--- src/rtl/inst_fetcher.sv ---
// Instruction fetcher: presents icache hits to the decoder and refills misses from memory.
// Optional build macro IFETCH_JAL_PREDICT_EN enables static JAL target prediction.
module inst_fetcher #(
  parameter logic [31:0] RESET_PC = 32'h0000_0000
) (
  input  logic        clk_in,
  input  logic        rst_in,
  input  logic        rdy_in,
  output logic [31:0] ic_addr,
  input  logic [31:0] ic_data,
  input  logic        ic_len,
  input  logic        ic_hit,
  input  logic [31:0] ic_miss_addr,
  output logic [31:0] ic_wdata,
  output logic        ic_we,
  output logic        ic_block,
  output logic        mem_req,
  output logic [31:0] mem_addr,
  input  logic        mem_ack,
  input  logic [31:0] mem_data,
  output logic        inst_valid,
  input  logic        inst_ready,
  output logic [31:0] inst_out,
  output logic [31:0] inst_pc,
  output logic        inst_len,
  output logic        pred_taken,
  input  logic        flush_in,
  input  logic [31:0] flush_pc
);

  // state | meaning
  // FETCH | look up pc in the icache, issue hits to the decoder
  // MEM   | refill request outstanding, waiting for mem_ack
  // FILL  | one-cycle icache write of the returned data
  // DRAIN | flushed while waiting; swallow the pending ack, no write
  typedef enum logic [1:0] {FETCH, MEM, FILL, DRAIN} state_t;

  state_t      state, state_nxt;
  logic [31:0] pc, pc_nxt;
  logic        inst_valid_nxt, inst_len_nxt, pred_taken_nxt;
  logic [31:0] inst_out_nxt, inst_pc_nxt;
  logic        mem_req_nxt, ic_we_nxt;
  logic [31:0] mem_addr_nxt, ic_wdata_nxt;
  logic        slot_free;
  logic        is_jal;
  logic [31:0] jal_imm;

`ifdef IFETCH_JAL_PREDICT_EN
  assign is_jal  = ic_len && (ic_data[6:0] == 7'b1101111);
  assign jal_imm = {{12{ic_data[31]}}, ic_data[19:12], ic_data[20], ic_data[30:21], 1'b0};
`else
  assign is_jal  = 1'b0;
  assign jal_imm = 32'h0000_0000;
`endif

  assign ic_addr   = pc;
  assign ic_block  = (state != FILL);
  assign slot_free = !inst_valid || inst_ready;

  always_ff @(posedge clk_in or posedge rst_in) begin
    if (rst_in) begin
      state      <= FETCH;
      pc         <= RESET_PC;
      inst_valid <= 1'b0;
      inst_out   <= 32'h0;
      inst_pc    <= 32'h0;
      inst_len   <= 1'b0;
      pred_taken <= 1'b0;
      mem_req    <= 1'b0;
      mem_addr   <= 32'h0;
      ic_we      <= 1'b0;
      ic_wdata   <= 32'h0;
    end else if (rdy_in) begin
      state      <= state_nxt;
      pc         <= pc_nxt;
      inst_valid <= inst_valid_nxt;
      inst_out   <= inst_out_nxt;
      inst_pc    <= inst_pc_nxt;
      inst_len   <= inst_len_nxt;
      pred_taken <= pred_taken_nxt;
      mem_req    <= mem_req_nxt;
      mem_addr   <= mem_addr_nxt;
      ic_we      <= ic_we_nxt;
      ic_wdata   <= ic_wdata_nxt;
    end
  end

  always_comb begin
    state_nxt      = state;
    pc_nxt         = pc;
    inst_valid_nxt = inst_valid && !inst_ready;
    inst_out_nxt   = inst_out;
    inst_pc_nxt    = inst_pc;
    inst_len_nxt   = inst_len;
    pred_taken_nxt = pred_taken;
    mem_req_nxt    = mem_req;
    mem_addr_nxt   = mem_addr;
    ic_we_nxt      = 1'b0;
    ic_wdata_nxt   = ic_wdata;

    unique case (state)
      FETCH: begin
        if (flush_in) begin
          // handled below
        end else if (ic_hit) begin
          if (slot_free) begin
            inst_valid_nxt = 1'b1;
            inst_out_nxt   = ic_data;
            inst_pc_nxt    = pc;
            inst_len_nxt   = ic_len;
            pred_taken_nxt = is_jal;
            pc_nxt         = is_jal ? pc + jal_imm : pc + (ic_len ? 32'd4 : 32'd2);
          end
        end else begin
          mem_addr_nxt = ic_miss_addr;
          mem_req_nxt  = 1'b1;
          state_nxt    = MEM;
        end
      end
      MEM: begin
        if (mem_ack) begin
          mem_req_nxt = 1'b0;
          if (flush_in) begin
            state_nxt = FETCH;
          end else begin
            ic_wdata_nxt = mem_data;
            ic_we_nxt    = 1'b1;
            state_nxt    = FILL;
          end
        end else if (flush_in) begin
          state_nxt = DRAIN;
        end
      end
      FILL: begin
        state_nxt = FETCH;
      end
      DRAIN: begin
        // An ack arriving alongside a flush still ends the drain; otherwise it would never come
        if (mem_ack) begin
          mem_req_nxt = 1'b0;
          state_nxt   = FETCH;
        end
      end
      default: state_nxt = FETCH;
    endcase

    if (flush_in) begin
      pc_nxt         = flush_pc;
      inst_valid_nxt = 1'b0;
    end
  end

endmodule

--- config.mk ---
export PLATFORM = sky130hd
export DESIGN_NAME = inst_fetcher
export DESIGN_NICKNAME = d
export VERILOG_FILES = /design/src/rtl/inst_fetcher.sv
export SDC_FILE = /design/constraint.sdc
export NUM_CORES = 1
export LEC_CHECK = 0
export ABC_AREA = 0
export BUFFER_PORTS_ARGS = -buffer_cell sky130_fd_sc_hd__buf_4
export CORE_MARGIN = 3
export CORE_UTILIZATION = 45
export CTS_CLUSTER_DIAMETER = 80
export CTS_CLUSTER_SIZE = 28
export DETAILED_ROUTE_END_ITERATION = 7
export HOLD_SLACK_MARGIN = 0.03
export PLACE_DENSITY_LB_ADDON = 0.15
export SLEW_MARGIN = 10
export SYNTH_ARGS = -nofsm -noshare
export SYNTH_HDL_FRONTEND = slang
export SYNTH_SLANG_ARGS = --single-unit
--- constraint.sdc ---
create_clock -name clk_in -period 9.2 [get_ports clk_in]
set_clock_uncertainty 0.05 [all_clocks]
set_input_delay 1.84 -clock clk_in [delete_from_list [all_inputs] [get_ports clk_in]]
set_output_delay 1.84 -clock clk_in [all_outputs]
set_load 0.05 [all_outputs]
### Word level (Yosys, flattened, before mapping)

Cells that the tools add are included.

| word-level totals | value |
|---|---|
| memory bits (read-only) | 0 |
| word-level logic and storage cells | 61 |
| bits in writable memories | 0 |
| memories | 0 |
| output and inout bits | 166 |
| register bits after elaboration | 166 |
| bits in latches | 0 |

| operators by class | value |
|---|---|
| mux-type cells | 23 |
| $lt $le $gt $ge | 0 |
| bitwise logic cells | 2 |
| shift operators | 0 |
| $add $sub $neg | 1 |
| divide/modulo/power cells | 0 |
| multiply operators | 0 |
| reduce and logical (&&, ||, !) cells | 16 |
| equal/unequal tests | 9 |

Operator list:

| cell | number |
|---|---|
| two-way mux 32 bit | 4 |
| adder 32 x 3 -> 32 bit | 1 |
| AND reduction 5 bit | 3 |
| two-way mux 2 bit | 6 |
| AND reduction 4 bit | 3 |
| two-way mux 1 bit | 10 |
| inequality test 2 bit (second input constant) | 4 |
| one-hot mux 2 bit (4 select lines) | 1 |
| nonzero test 2 bit | 4 |
| == test 2 bit (second input constant) | 2 |
| two-way mux 3 bit | 1 |
| inequality test 3 bit (second input constant) | 1 |
| == test 2 x 1 -> 1 bit (second input constant) | 1 |
| zero test 1 bit | 2 |
| zero test 2 bit | 1 |
| inequality test 2 x 1 -> 1 bit (second input constant) | 1 |
| NOT 1 bit | 2 |
| one-hot mux 1 bit (2 select lines) | 1 |
| OR reduction 2 bit | 1 |
| logical AND 1 bit | 1 |
| logical OR 1 bit | 1 |

### Depth between registers and ports, before layout

| depth | value |
|---|---|
| word-level depth | 6 |
| depth in mapped cells | 8 |
| mapped depth without buffers | 8 |

### Least setup slack after synthesis

OpenSTA, ideal clock, no wires.

| timing path | value |
|---|---|
| path type | input port to flip-flop |
| start | in ic_len |
| end | reg pc[21], in the netlist ic_addr[21] |
| stages on the path | 8 |
| required time | 9,051 ps |
| arrival time | 3,512 ps |
| setup slack | 5,538 ps |
| setup time | 99 ps |
| path through | inv_1 -> ha_1 -> fa_1 -> nand4_2 -> nor4_4 -> and3_1 -> nor3_1 -> a311oi_1 |

| between the ends | value |
|---|---|
| longest elaborated chain between the ends | 6 |

Ends and longest elaborated chain:

| item | line | source |
|---|---|---|
| start, declared | 11 | `input logic ic_len,` |
| two-way mux 3 bit | 112 | `pc_nxt = is_jal ? pc + jal_imm : pc + (ic_len ? 32'd4 : 32'd2);` |
| adder 32 x 3 -> 32 bit | 112 |  |
| two-way mux 32 bit | 106 | `if (slot_free) begin` |
| two-way mux 32 bit | 105 | `end else if (ic_hit) begin` |
| two-way mux 32 bit | 101 | `unique case (state)` |
| two-way mux 32 bit | 147 | `if (flush_in) begin` |
| end signal, assigned | 75 | `pc <= pc_nxt;` |
| end, declared | 39 | `logic [31:0] pc, pc_nxt;` |

No other way between the ends. The select of a mux whose other input is x is not followed.
A chain may end at the register's enable or synchronous reset.

### Worst setup path after layout

| timing path | value |
|---|---|
| start | in flush_in |
| end | reg pc[7], in the netlist ic_addr[7] |

| between the ends | value |
|---|---|
| longest elaborated chain between the ends | 2 |

Ends and longest elaborated chain:

| item | line | source |
|---|---|---|
| start, declared | 27 | `input logic flush_in,` |
| nonzero test 2 bit (no source line) | n/a |  |
| AND reduction 4 bit (no source line) | n/a |  |

Parallel ways exist; a longest one is shown, timed or not.

==> results.md <==
- Drt total wl: 20.8 mm
- I/O pin count: 302
- Post-route ant nets: 0
- Die span in y: 132 um
- Core region area: 15,400 um2
- Outcome: completed
- Post-synthesis sequential area ratio: 0.582
- Max-cap viol count: 0
- RSZ-0062 raised after global routing: no
- Psw: 1.74 mW
- Crit-path max FO: 42
- Post-Layout Cell Count: 1,194
- Share of layout cells above drive strength 1: 0.423
- Fin crit period: 3.94 ns
- Critical path data arrival time: 4.19 ns
- DIE AREA: 17,400 um2
- Asr flop ratio synth: 1.00
- Gates resized, CTS repair: 0
- Vias in the first global route: 6,148
- Nets: 1,109
- P_int: 1.91 mW
- Post-synthesis cell count: 683
- Leading area contributor after synthesis: dfrtp_1
- Row cnt: 45
- PortBufs: 300
- Post-Route Setup TNS: 0 ns
- Clock Pin Slew Worst Setup and Hold Paths: 0.06 ns
- Fmax: 0.254 GHz
- Clock power frac: 0.191
- Routed vias: 6,152
- Fin area: 10,100 um2
- Worst slew margin: 0.408
- Initial antenna violation count: 0
- Syn_area_per_cell: 10.5 um2
- Initial DRC count: 357
- Setup repair bufs after CTS: 0
- Mapped Area: 7140 um2
- Pins over their slew limit: 0
- Req. time, crit path: 9.45 ns
- Cts hold-fix bufs: 0
- Static Leakage: 5.08 nW
- Sequential share of power: 0.322
- CTS max path bufs: 2
- Yosys warns: 0
- Placed Cells: 1,162
- Diodes inserted: 0
- Logic gate share of total power: 0.487
- Critical path launch point: flush_in
- Layout fillers: 1,297
- Net Count, Synth: 822
- Final Hold Viols: 0
- GRT Total Usage: 0.238
- Routability cong.: 0.854
- Multi-input logic area: 2810 um2
- Root Driver: clkbuf_16
- Later-pin clock latency in the skew report: 0.43 ns
- Commonest cells after routing, fill and taps aside: buf_4 (307), nand2_1 (210), dfrtp_1 (166), mux2_2 (64), a21oi_1 (29)
- R2R Path Start: state[0]
- Synthesis-to-layout area growth: 42.0%
- Post-layout util: 0.659
- Num CTS Buffers: 17
- CP Launch Type: primary input
- CTS H-tree depth: 4
- Hold Crit Class: reg2reg
- Initial Util: 0.464
- CP endpoint kind: register
- CTS Sinks: 166
- Worst slew pin tran: 0.887 ns
- Final worst-path cycle share: 0.428
- Placement Cell Area: 9560 um2
- TritonCTS clock tree: built
- Post-route DRC: 0
- FF+latch area: 4150 um2
- GRT overflow: 0
- Power Total: 3.65 mW
- Share of the synthesized area in the top cell type: 0.582
- Final setup violating endpoints: 0
- Crit Path Class: in2reg
- Yosys cell types: 60
- Number of synthesized flops with an enable pin: 0
- TritonRoute pass-1 iters: 5
- HP Start: inst_pc[22]
- Area contributors post-synth: dfrtp_1 (58%), nand2_1 (11%), mux2_2 (10%)
- Largest net degree at the start of global routing: 99
- Detail Placement HPWL: 15.0 mm
- Power per Cell Area: 360 nW/um2
- Peak supply drop: 0.000272 V
- Count of state elements after synthesis: 166
- First-pass GRT wire length: 32.8 mm
- Sw frac: 0.476
- Via density per instance: 5.15
- Die extent in x: 132 um
- Drt wl/cell: 17.4 um
- Commonest non-fill, non-tap cell in the layout: buf_4
- Top FF cell, synth: dfrtp_1
[stage by stage]
stage | hold WS [ns] | setup slack, ns
2_1_floorplan | 0.475 | 2.82
3_3_place_gp | 0.409 | 4.97
3_5_place_dp | 0.414 | 4.90
4_1_cts | 0.430 | 5.35
5_1_grt | 0.442 | 5.04
6_report | 0.424 | 5.26
[sequential cells by signal, summed over array words and instances (netlist names)]
register / cells
inst_out: 32
inst_valid: 1
ic_we: 1
state: 2
mem_req: 1
inst_len: 1
inst_pc: 32
mem_addr: 32
ic_addr: 32
ic_wdata: 32
[synth_stat cells (all sizes together), types with 2 or more instances]
cell and instances:
or4 3, nor4 9, o2bb2ai 4, nor2 22, o211ai 2, a41o 2
a22oi 2, inv 6, ha 2, and3 8, o21ai 24, o31ai 2
mux2i 6, nand3 18, nand4 11, or3 4, a32oi 2, a21o 5
mux2 64, nor3 11, dfrtp 166, nand2 211, nand2b 4, o22ai 2
buf 14, clkbuf 25, a311oi 2, o311ai 3, a21oi 29
[final timing paths]
check                               end  slack, ns  cells past startpoint
max                          ic_addr[7]       5.26                      7
min                         inst_pc[22]       0.42                      2
max reg2reg                 ic_addr[30]       6.54                      5
min reg2reg                 inst_pc[22]       0.42                      2
max in group asynchronous   mem_addr[9]       6.13                      3
min in group asynchronous  inst_out[24]       1.54                      2
[worst max-delay path: stages]
cell and delay (ns):
buf_4 0.37, inv_1 0.52, nor2_1 0.72, nor2_1 0.21, buf_4 0.26, o21ai_0 0.15
o21ai_0 0.09
[area by class of cell]
class,instances,area share
multi-input cells,472,0.277
flip-flops and latches,166,0.410
repair buffers,307,0.227
clock buffers,18,0.0433
well taps,211,0.0260
clock inverters,14,0.0136
inverters,6,0.00272
[layer usage]
| metal | global-route usage | share of wire | up-vias |
|---|---|---|---|
| li1 | - | - | 2920 |
| met2 | 0.395 | 0.51 | 244 |
| met4 | 0.0583 | 0.013 | 0 |
| met1 | 0.293 | 0.39 | 2972 |
| met3 | 0.0920 | 0.090 | 16 |
| met5 | 0 | 0 | - |
[cell families (layout without fill, tap and decap cells)]
family,count (synthesis),count (layout),share of synthesized area
AO/OA/AOI/OAI,91,91,0.0824
XOR/XNOR,1,1,0.00123
adder cells (fa/ha/maj),3,3,0.00631
buffers and inverters,45,345,0.0266
flip-flops,166,166,0.582
multiplexers,70,70,0.109
other,1,1,0.000525
AND/OR/NAND/NOR,306,306,0.192
[power by group through the flow]
stage | clock [mW] | sequential, mW | combinational [mW]
after floorplan | 0 | 2.06 | 0.309
after CTS | 0.713 | 1.17 | 1.79
final | 0.698 | 1.17 | 1.78
after global routing | 0.744 | 1.21 | 1.86
after detailed placement | 0 | 1.18 | 1.79
after global placement | 0 | 1.18 | 1.77
(Power assumes the default switching activity.)
